--- config.mk ---
export PLATFORM = sky130hd
export DESIGN_NAME = flit_sink
export DESIGN_NICKNAME = d
export VERILOG_FILES = /design/src/rtl/flit_sink.sv
export SDC_FILE = /design/constraint.sdc
export NUM_CORES = 1
export LEC_CHECK = 0
export ABC_AREA = 1
export CORE_AREA = 2 2 166 233
export CTS_BUF_LIST = sky130_fd_sc_hd__clkbuf_8
export DETAILED_ROUTE_END_ITERATION = 8
export DIE_AREA = 0 0 168 235
export GPL_ROUTABILITY_DRIVEN = 0
export SYNTH_ARGS = -nofsm -noshare
export SYNTH_HDL_FRONTEND = slang
export SYNTH_SLANG_ARGS = --single-unit
export TNS_END_PERCENT = 5
--- constraint.sdc ---
create_clock -name clk -period 4 [get_ports clk]
set_input_delay 0.8 -clock clk [delete_from_list [all_inputs] [get_ports clk]]
set_output_delay 0.8 -clock clk [all_outputs]
set_load 0.03 [all_outputs]
--- src/rtl/flit_sink.sv ---
// ---------------------------------------------------------------------------
// flit_sink
//
// Terminates a flit stream and collects traffic statistics. A small IDLE/BODY
// framing FSM tracks packets (HEAD, DATA*, TAIL). Framing and virtual-channel
// errors are counted. Flits are always accepted; there is no back-pressure.
//
// Configuration macro: FLIT_SINK_TOGGLE_EN
//   defined   -> tgl_cnt accumulates payload bit toggles between consecutive
//                valid flits
//   undefined -> tgl_cnt is tied to 0 and no history/popcount logic exists
//
// Width and type-code macros normally come from define_temp.v. The defaults
// below apply only when that file has not been included first.
//
// Ports:
//   clk       rising-edge clock
//   rst_      asynchronous reset, active-low
//   idata     flit; type in idata[`DATAW:`DATAW-2], payload below it
//   ivalid    flit qualifier
//   ivch      flit virtual channel
//   enable    measurement window; statistics counters advance only while high
//   clear     synchronous clear of counters, error state and framing state
//   busy      packet in progress
//   pkt_cnt   packets closed by a TAIL
//   flit_cnt  valid flits accepted
//   act_cnt   cycles with ivalid=1 while enable=1
//   cyc_cnt   cycles with enable=1
//   last_len  flit count of the last completed packet (HEAD and TAIL included)
//   last_dst  idata[31:0] of the last HEAD
//   err_cnt   framing errors (saturating)
//   err       sticky error flag
//   tgl_cnt   payload bit toggles between consecutive valid flits
// ---------------------------------------------------------------------------
`ifndef DATAW
`define DATAW 63
`endif
`ifndef DATAW_P1
`define DATAW_P1 64
`endif
`ifndef VCHW
`define VCHW 1
`endif
`ifndef VCHW_P1
`define VCHW_P1 2
`endif
`ifndef TYPE_NONE
`define TYPE_NONE 3'd0
`endif
`ifndef TYPE_HEAD
`define TYPE_HEAD 3'd1
`endif
`ifndef TYPE_DATA
`define TYPE_DATA 3'd2
`endif
`ifndef TYPE_TAIL
`define TYPE_TAIL 3'd3
`endif

module flit_sink (
    input  logic                 clk,
    input  logic                 rst_,
    input  logic [`DATAW_P1-1:0] idata,
    input  logic                 ivalid,
    input  logic [`VCHW_P1-1:0]  ivch,
    input  logic                 enable,
    input  logic                 clear,
    output logic                 busy,
    output logic [31:0]          pkt_cnt,
    output logic [31:0]          flit_cnt,
    output logic [31:0]          act_cnt,
    output logic [31:0]          cyc_cnt,
    output logic [15:0]          last_len,
    output logic [31:0]          last_dst,
    output logic [15:0]          err_cnt,
    output logic                 err,
    output logic [31:0]          tgl_cnt
);

    localparam int PAYW = `DATAW - 2;

    typedef enum logic {
        ST_IDLE = 1'b0,
        ST_BODY = 1'b1
    } state_t;

    state_t r_state;
    state_t w_state_nxt;

    logic [2:0]          w_type;
    logic                w_is_head;
    logic                w_is_data;
    logic                w_is_tail;
    logic                w_vch_bad;

    logic                w_head_evt;
    logic                w_data_evt;
    logic                w_tail_evt;
    logic                w_err_evt;

    logic [15:0]         r_len;
    logic [15:0]         w_len_inc;
    logic [`VCHW_P1-1:0] r_vch;

    logic [31:0]         r_pkt_cnt;
    logic [31:0]         r_flit_cnt;
    logic [31:0]         r_act_cnt;
    logic [31:0]         r_cyc_cnt;
    logic [15:0]         r_last_len;
    logic [31:0]         r_last_dst;
    logic [15:0]         r_err_cnt;
    logic                r_err;

    assign w_type    = idata[`DATAW:`DATAW-2];
    assign w_is_head = (w_type == `TYPE_HEAD);
    assign w_is_data = (w_type == `TYPE_DATA);
    assign w_is_tail = (w_type == `TYPE_TAIL);
    assign w_vch_bad = (ivch != r_vch);
    assign w_len_inc = (r_len == 16'hFFFF) ? r_len : r_len + 16'd1;

    // -----------------------------------------------------------------------
    // FSM: state register (clear forces IDLE ahead of any flit)
    // -----------------------------------------------------------------------
    // NOTE: sequential state uses non-blocking assignments so every flop
    // samples pre-edge values regardless of process ordering.
    always_ff @(posedge clk or negedge rst_) begin
        if (!rst_) begin
            r_state <= ST_IDLE;
        end else if (clear) begin
            r_state <= ST_IDLE;
        end else begin
            r_state <= w_state_nxt;
        end
    end

    // FSM: next state. A HEAD in BODY restarts the packet, so BODY is kept.
    always_comb begin
        w_state_nxt = r_state;
        if (ivalid) begin
            case (r_state)
                ST_IDLE: if (w_is_head) w_state_nxt = ST_BODY;
                ST_BODY: if (w_is_tail) w_state_nxt = ST_IDLE;
                default: w_state_nxt = ST_IDLE;
            endcase
        end
    end

    // FSM: per-flit event strobes. Any type code other than HEAD/DATA/TAIL is
    // handled like NONE. Every path raises at most one error strobe.
    // NOTE: every output gets a default first so no path infers a latch.
    always_comb begin
        w_head_evt = 1'b0;
        w_data_evt = 1'b0;
        w_tail_evt = 1'b0;
        w_err_evt  = 1'b0;
        if (ivalid) begin
            case (r_state)
                ST_IDLE: begin
                    if (w_is_head) w_head_evt = 1'b1;
                    else           w_err_evt  = 1'b1;
                end
                ST_BODY: begin
                    if (w_is_head) begin
                        // Truncated packet: count it, then start the new one.
                        w_err_evt  = 1'b1;
                        w_head_evt = 1'b1;
                    end else if (w_is_data) begin
                        w_data_evt = 1'b1;
                        w_err_evt  = w_vch_bad;
                    end else if (w_is_tail) begin
                        w_tail_evt = 1'b1;
                        w_err_evt  = w_vch_bad;
                    end else begin
                        w_err_evt  = 1'b1;
                    end
                end
                default: w_err_evt = 1'b0;
            endcase
        end
    end

    // -----------------------------------------------------------------------
    // Packet tracking and statistics
    // Framing state, last_len/last_dst and the sticky err flag follow the
    // traffic at all times; only the counters honour the enable window.
    // -----------------------------------------------------------------------
    always_ff @(posedge clk or negedge rst_) begin
        if (!rst_) begin
            r_len      <= '0;
            r_vch      <= '0;
            r_pkt_cnt  <= '0;
            r_flit_cnt <= '0;
            r_act_cnt  <= '0;
            r_cyc_cnt  <= '0;
            r_last_len <= '0;
            r_last_dst <= '0;
            r_err_cnt  <= '0;
            r_err      <= 1'b0;
        end else if (clear) begin
            r_len      <= '0;
            r_vch      <= '0;
            r_pkt_cnt  <= '0;
            r_flit_cnt <= '0;
            r_act_cnt  <= '0;
            r_cyc_cnt  <= '0;
            r_last_len <= '0;
            r_last_dst <= '0;
            r_err_cnt  <= '0;
            r_err      <= 1'b0;
        end else begin
            if (w_head_evt) begin
                r_len      <= 16'd1;
                r_vch      <= ivch;
                r_last_dst <= idata[31:0];
            end else if (w_data_evt) begin
                r_len <= w_len_inc;
            end

            if (w_tail_evt) r_last_len <= w_len_inc;
            if (w_err_evt)  r_err      <= 1'b1;

            if (enable) begin
                r_cyc_cnt <= r_cyc_cnt + 32'd1;
                if (ivalid) begin
                    r_act_cnt  <= r_act_cnt + 32'd1;
                    r_flit_cnt <= r_flit_cnt + 32'd1;
                end
                if (w_tail_evt) r_pkt_cnt <= r_pkt_cnt + 32'd1;
                if (w_err_evt && (r_err_cnt != 16'hFFFF)) begin
                    r_err_cnt <= r_err_cnt + 16'd1;
                end
            end
        end
    end

    assign busy     = (r_state == ST_BODY);
    assign pkt_cnt  = r_pkt_cnt;
    assign flit_cnt = r_flit_cnt;
    assign act_cnt  = r_act_cnt;
    assign cyc_cnt  = r_cyc_cnt;
    assign last_len = r_last_len;
    assign last_dst = r_last_dst;
    assign err_cnt  = r_err_cnt;
    assign err      = r_err;

    // -----------------------------------------------------------------------
    // Payload toggle counter
    // -----------------------------------------------------------------------
`ifdef FLIT_SINK_TOGGLE_EN
    logic [PAYW-1:0] r_hist;
    logic            r_hist_vld;
    logic [31:0]     r_tgl_cnt;
    logic [PAYW-1:0] w_diff;
    logic [31:0]     w_tgl_pop;

    assign w_diff = idata[PAYW-1:0] ^ r_hist;

    always_comb begin
        w_tgl_pop = '0;
        for (int i = 0; i < PAYW; i++) begin
            w_tgl_pop = w_tgl_pop + {31'd0, w_diff[i]};
        end
    end

    // History follows every valid flit; only the accumulation is gated.
    always_ff @(posedge clk or negedge rst_) begin
        if (!rst_) begin
            r_hist     <= '0;
            r_hist_vld <= 1'b0;
            r_tgl_cnt  <= '0;
        end else if (clear) begin
            r_hist     <= '0;
            r_hist_vld <= 1'b0;
            r_tgl_cnt  <= '0;
        end else if (ivalid) begin
            r_hist     <= idata[PAYW-1:0];
            r_hist_vld <= 1'b1;
            if (enable && r_hist_vld) r_tgl_cnt <= r_tgl_cnt + w_tgl_pop;
        end
    end

    assign tgl_cnt = r_tgl_cnt;
`else
    // Upper payload bits only feed the toggle logic.
    logic w_unused_payload;
    assign w_unused_payload = ^idata[PAYW-1:32];
    assign tgl_cnt = '0;
`endif

endmodule
# == Yosys cells after proc, flatten, opt, wreduce, memory -nomap -nowiden ==
# Cells that the tools add are included.
# word_totals
reg_bits,212
inputBits,71
output_inout_bits,226
elab_cells,82
# classes
addsub,6
eq_ne,6
mux,47
bitwise_logic,1
n_reduce_logical,11
# op_table
operator,count
$mux W32,13
$mux W16,9
$add A32 B1 Y32 const B,4
$add A16 B1 Y16 const B,2
$mux W1,21
$eq A16 B16 Y1 const B,1
$ne A16 B16 Y1 const B,1
$reduce_bool A2 Y1,6
$eq A3 B2 Y1 const B,2
$reduce_and A2 Y1,3
$mux W2,2
$pmux W1 S2,2
$eq A3 B1 Y1 const B,1
$reduce_bool A3 Y1,1
$ne A2 B2 Y1,1
$logic_and A1 B1 Y1,1
$not A1 Y1,1

# == Logic depth before layout (Yosys ltp) ==
# Gate-level depths: netlist (run 1).
# logic_depth
depth_word,10
mapped_depth,10

# == Least setup slack after synthesis (run 1) ==
# No wires, ideal clock.
# synth_timing
path_type,input to register
start,in idata[63]
end,reg r_err_cnt[4] (netlist: err_cnt[4])
setup_time_ps,120
t_arrival_ps,1641
required_ps,3880
slack_ps,2240
stages,8
path_cell_list,inv_1 > nand3_1 > nor2_1 > nor2_2 > nand4_2 > buf_6 > nand3_1 > nand2_1
# synth_between
elab_chain_len,9
word_cells_on_any_way,12
cone_classes,eq/ne: 3; mux: 6; reduce/logical: 3
# synth_rtl
item,line,source
from (decl),63,"input logic [`DATAW_P1-1:0] idata,"
$eq A3 B2 Y1 (no line),n/a,
$mux W1,170,end else if (w_is_tail) begin
$mux W1,167,end else if (w_is_data) begin
$mux W1,163,if (w_is_head) begin
$pmux W1 S2 *,157,case (r_state)
$mux W1 *,156,if (ivalid) begin
$logic_and A1 B1 Y1 *,229,if (w_err_evt && (r_err_cnt != 16'hFFFF)) begin
$reduce_bool A2 Y1 (no line) *,n/a,
$reduce_and A2 Y1 (no line) *,n/a,
to (signal assigned),230,r_err_cnt <= r_err_cnt + 16'd1;
to (decl),111,logic [15:0] r_err_cnt;
# Every way passes the cells marked *; elsewhere a longest branch is shown, timed or not.
# A chain may end at the register's enable or synchronous reset.

# == Final worst setup path (run 1) ==
# layout_timing
start,in enable
end,reg r_err_cnt[3] (netlist: err_cnt[3])
# layout_between
elab_chain_len,2
# layout_rtl
item,line,source
from (decl),66,"input logic enable,"
$reduce_bool A2 Y1 (no line),n/a,
$reduce_and A2 Y1 (no line),n/a,
# Every way passes these cells.

==> results of run 1 <==
## layout by cell type, fill, tap and decap left out, types with 7 or more instances in the layout
cell type	n
a21oi_1	33
nand4_1	73
nor2_4	7
nor2_2	12
clkdlybuf4s50_1	233
clkbuf_8	51
nand2_1	729
inv_1	182
nor2_1	294
nor3_1	18
nand3_1	174
xor2_1	13
buf_4	11
conb_1	32
dfrtp_1	212
o21ai_0	54
## worst max-delay path, cell delays in order
cell	delay (ps)
clkdlybuf4s50_1	630
nor2_1	870
inv_1	490
nand3_1	220
nand2_1	60
## area by class of cell
| class | instances | share of cell area [%] |
|---|---|---|
| Clock inverter | 19 | 0.980 |
| Sequential cell | 212 | 32.2 |
| Inverter | 175 | 4.02 |
| Multi-Input combinational cell | 1496 | 40.0 |
| Clock buffer | 51 | 4.26 |
| Tap cell | 473 | 3.59 |
| Timing Repair Buffer | 247 | 14.9 |
## state kept, by name, indices dropped and copies added (netlist names)
register	cells
act_cnt	32
cyc_cnt	32
flit_cnt	32
last_dst	32
pkt_cnt	32
err_cnt	16
last_len	16
r_len	16
r_vch	2
busy	1
err	1
## through the flow
stage	utilization (%)	hold WS [ps]	std cells	instance area [sq um]	setup WS, ps
after floorplan	-	462	1965	13100	2240
after global placement	41.8	454	2603	15600	775
after detailed placement	41.8	458	2603	15600	771
after CTS	44.1	162	2673	16500	1300
after global routing	44.1	181	2673	16500	1190
final	44.1	173	2673	16500	1360
## report_power, final
part           switching, uW  internal (uW)
combinational            267           99.7
clock                    975           1340
sequential              23.5           2160
total                   1270           3600
## cell families after synthesis
family                     synth area share, %
other                                   0.0290
and+or+nand+nor                           43.4
xor gates and xnor gates                  1.22
buffers and inverters                     9.00
AOI/OAI and AO/OA                         4.74
DFF                                       41.0
adders and majority gates                0.580
## how the worst min path moves through the flow
stage / cells past startpoint / end / startpoint
after global placement: 2 / last_dst[11] / last_dst[11]
after floorplan: 2 / r_vch[0] / r_vch[0]
after detailed placement: 2 / last_dst[5] / last_dst[5]
after CTS: 1 / act_cnt[25] / rst_
after global routing: 1 / act_cnt[7] / rst_
final: 1 / act_cnt[25] / rst_
## per-layer routing
layer | routed length, um | part of all wire, %
met1 | 16800 | 41
met3 | 1750 | 4.3
met4 | 1240 | 3.1
met5 | 0 | 0
met2 | 20900 | 51
==> metrics.md, run 1 <==
| Metric | Value |
|---|---|
| Status | finished clean |
| Setup Buffers After CTS | 0 |
| Hold buffer count at CTS | 0 |
| Via count | 13,200 |
| Fin crit share | 66.0% |
| Drt pass-1 iters | 5 |
| Vias per inst | roughly 5 |
| Cell with the most instances after synthesis | nand2_1 |
| Die width | 168 um |
| R2R Setup Slk | 1940 ps |
| Max Clock Freq | approximately 380 MHz |
| Area occupied by multi-input gates | 6590 sq um |
| Post-synthesis async set-or-reset flop share | 100% |
| Global Route met2 Usage | between 30% and 40% |
| Wire per inst | 15.2 um |
| Nets | around 2,200 |
| Root Buffer | clkbuf_8 |
| Flop and latch count out of synthesis | 212 |
| Initial antenna violation count | 0 |
| Post-synth cell types | 43 |
| Full die area | 39,500 sq um |
| Slew @ Worst Pin | 1020 ps |
| Yosys top cell by area | dfrtp_1 |
| GRT Residual Overflow | 0 |
| Met1 Resource Use GR | 24.0% |
| Die H | about 240 um |
| Crit path kind | in2reg |
| CTS resizes | 0 |
| Critical path data required time | 4440 ps |
| Final Total Pwr | 4870 uW |
| Worst Path Arrival | 3080 ps |
| Worst-path maximum fanout | 15 |
| Core Rows | 84 |
| Largest net degree at the start of global routing | approximately 110 |
| FF-to-FF path depth | 7 |
| Share of the synthesized area in the top cell type | 41.0% |
| CTS tree | done |
| Mapped Area | 12,900 sq um |
| Setup crit start | enable |
| # setup viols final | 0 |
| Post-synth EDFFs | 0 |
| Critical path endpoint category | register |
| Met3 usage | 3.15% |
| Clock sink count | 212 |
| Worst skew pair latency | 550 ps |
| Total Negative Setup Slacks | 0 ps |
| # port buffers | 235 |
| Top FF cell, synth | dfrtp_1 |
| Filler cells | a little under 4,000 |
| Synthesis Warnings | 0 |
| Leak | 0.00743 uW |
| Max IR drop VDD | 188 uV |
| Final Max Slew Viols | 0 |
| Crit Reg-Reg Startpoint | pkt_cnt[0] |
| First-pass GRT wire length | 65,200 um |
| Slew margin rel. | 31.8% |
| Synth area leaders | dfrtp_1 41%, nand2_1 21%, nor2_1 8.5% |
| H-tree depth | 2 |
| Reg clk slew, reported paths | around 60 ps |
| Hpwl dp | 29,700 um |
| Max_cap viols | 0 |
| I/O pins | between 200 and 300 |
| Initial Util | 34.7% |
| Antenna fix cells | 0 |
| Gr usage total | 20.2% |
| Vias in the first global route | 12,600 |
| Worst min path class | in2async |
| Critical R2R Capture | pkt_cnt[14] |
| RSZ-0062 raised after global routing | no |
| Final ANT Viol Nets | 0 |
| CP Launch Type | input pin |
| PwrDens | 296 nW/um^2 |
| Register area | 5310 sq um |
| Iteration-0 DRC Markers | 802 |
| Min Tclk post-route | 2640 ps |
| DRC Markers | 0 |
| Gr busiest metal | met2 |
| CTS buffer count | 39 |
| Worst Setup EP | err_cnt[3] |
| Synth-to-Final Area Change | 27.3% |
| Hold Vio Cnt, Final | 0 |
| Final Skew | 22.5 ps |
| Post-synthesis cell count | between 1,500 and 2,000 |
| Core area | 37,300 sq um |
| Share of layout cells above drive strength 1 | 5.32% |
| Sequential fraction of the synthesis area | 41.0% |
| Max clock buf depth | 3 |
| Syn Area/Cell | 6.69 sq um |
| Drt total wl | ~41,000 um |
| Top cells by count, synth | 729 x nand2_1, 294 x nor2_1, 212 x dfrtp_1, 174 x nand3_1, 170 x inv_1 |
Power figures use the tool's default switching activity.
==> run 2, diff against run 1 <==
- clock period: 4 -> 2.6 ns (I/O delays scaled with it)
==> metrics.md, run 2 (synthesis gave the netlist of run 1 again) <==
| Metric | Value |
|---|---|
| Status | finished clean |
| Core Rows | 84 (unchanged) |
| Commonest non-fill, non-tap cell in the layout | nand2_1 |
| R2R Setup Slk | 600 ps (-1340 ps) |
| CTS tree | done |
| Die H | 235 um (unchanged) |
| Filler cells | 3,813 (-0.96%) |
| # port buffers | 235 (unchanged) |
| Final Max Slew Viols | 0 (unchanged) |
| Fin crit share | 89.9% |
| Die width | 168 um (unchanged) |
| Final ANT Viol Nets | 0 (unchanged) |
| Vias in the first global route | 12,600 (+0.60%) |
| Share of layout cells above drive strength 1 | 5.75% (+0.43 points) |
| Via count | 13,200 (-0.076%) |
| Wire per inst | 15.2 um (about the same) |
| Crit path kind | reg2out |
| Final Total Pwr | 6990 uW (+44%) |
| Slowest stage cell, crit path | clkdlybuf4s50_1 |
| Setup Buffers After CTS | 0 (unchanged) |
| Switching share of power | 27.4% (+1.4 points) |
| Worst min path class | in2reg |
| Setup crit start | flit_cnt[0] |
| Antenna fix cells | 0 (unchanged) |
| Initial antenna violation count | 0 (unchanged) |
| Max clock buf depth | 3 (unchanged) |
| Clock sink count | 212 (unchanged) |
| Placed cell area | 15,700 sq um (+0.63%) |
| Hpwl dp | 30,300 um (+2.0%) |
| Critical path endpoint category | output pin |
| FF-to-FF path depth | 7 (unchanged) |
| Critical path depth | 1 (-4) |
| Gr usage total | 20.5% (+0.26 points) |
| Final Instance Area | 16,400 sq um (-0.24%) |
| Clk pwr share | 43.5% (-4.0 points) |
| CP Launch Type | register |
| GRT Residual Overflow | 0 (unchanged) |
| Synth-to-Final Area Change | 27.0% |
| H-tree depth | 2 (unchanged) |
| Combinational share of power | 8.2% (+0.7 points) |
| Final Skew | 17.5 ps (-5.05 ps) |
| Worst-path maximum fanout | 5 (-10) |
| Drt pass-1 iters | 7 (+2) |
| RSZ-0062 raised after global routing | no |
| CTS buffer count | 39 (unchanged) |
| Min Tclk post-route | 2340 ps |
| Most frequent cells in the layout | 729 x nand2_1, 294 x nor2_1, 233 x clkdlybuf4s50_1, 212 x dfrtp_1, 181 x inv_1 |
| Max Clock Freq | between 400 and 500 MHz |
| Initial Util | 34.7% (unchanged) |
| DRC Markers | 0 (unchanged) |
| Slew margin rel. | 36.3% (+4.5 points) |
| First-pass GRT wire length | 66,000 um (+1.2%) |
| Crit Reg-Reg Startpoint | pkt_cnt[0] |
| Slew @ Worst Pin | 952 ps (-67.5 ps) |
| Critical path data required time | 2080 ps (-2360 ps) |
| Drt total wl | 40,800 um (+0.34%) |
| CP cell instances | clkdlybuf4s50_1 |
| Final Util | 44.0% (-0.10 points) |
| Max IR drop VDD | 314 uV (+67%) |
| # setup viols final | 0 (unchanged) |
| Hold Vio Cnt, Final | 0 (unchanged) |
| Hold_sp | clear |
| Hold slack | 397 ps (+225 ps) |
| PwrDens | 425 nW/um^2 (+44%) |
| Internal | 5070 uW (+41%) |
| Register area | 5310 sq um (unchanged) |
| Iteration-0 DRC Markers | 788 (-1.7%) |
| I/O pins | 297 (unchanged) |
| Largest net degree at the start of global routing | 69 (-36%) |
| Area occupied by multi-input gates | 6590 sq um (unchanged) |
| Sequential Power Share | 48.2% (+3.3 points) |
| Core area | 37,300 sq um (unchanged) |
| Reg clk slew, reported paths | 60 ps (about the same) |
| Worst Path Arrival | 1820 ps (-1260 ps) |
| Full die area | 39,500 sq um (unchanged) |
| WHS Path Cells | 4 |
| Worst skew pair latency | 550 ps (about the same) |
| Vias per inst | 4.92 (-0.45%) |
| Crit path max-delay family | buffers and inverters |
| Max_cap viols | 0 (unchanged) |
| Net Sw Power | 1910 uW (+51%) |
| Root Buffer | clkbuf_8 |
| Buf+Inv Stages, Crit Path | 1 (-1) |
| Leak | 0.00743 uW (about the same) |
| Worst path max stage delay | 740 ps (-130 ps) |
| Nets | 2,262 (+0.62%) |
-- run 2: changes by cell type in the layout (fill, tap and decap cells not counted) --
| cell | delta |
|---|---|
| buf_4 | +13 |
| clkbuf_8 | -6 |
| bufinv_16 | -3 |
| inv_1 | -1 |
| clkinv_2 | +6 |
| dlygate4sd3_1 | +1 |
-- run 2: layer usage --
layer  vias up  global-route usage [%]  share of wire [%]
met2       348                    37.0                 51
met4         0                    7.64                3.4
met1      6172                    24.5                 41
li1       6594                       -                  -
met5         -                       0                  0
met3        91                    2.90                4.0
-- run 2: per-stage QoR --
step | std cells | setup slack (ps) | TNS, ps
floorplan | 1965 | 891 | 0
global placement | 2616 | -124 | -1270
detailed placement | 2616 | -192 | -1980
CTS | 2683 | 181 | 0
global route | 2683 | 192 | 0
finish | 2683 | 263 | 0
-- run 2: area by class of cell --
type	instances	share of cell area [%]
sequential	212	32.3
clock buffer	45	3.77
clock inverter	21	0.594
multi-input combinational	1496	40.1
tap	473	3.60
inverter	175	4.03
timing repair buffer	261	15.6
-- run 2: final timing paths --
path / end
max in group asynchronous: err_cnt[11]
min: r_vch[0]
max reg2reg: pkt_cnt[14]
min reg2reg: last_dst[0]
max: flit_cnt[0]
min in group asynchronous: pkt_cnt[10]
-- run 2: what timing repair did --
item	in CTS	in global routing
gates resized for setup	0	0
hold buffers	1	0
endpoints found under the hold margin	61	0
setup endpoints to repair	0	0
-- run 2: power by group through the flow --
stage	registers, uW	logic [uW]	clock network [uW]
detailed placement	3430	582	0
global placement	3430	578	0
floorplan	3470	293	0
CTS	3370	585	3180
finish	3370	575	3040
global route	3370	631	3300
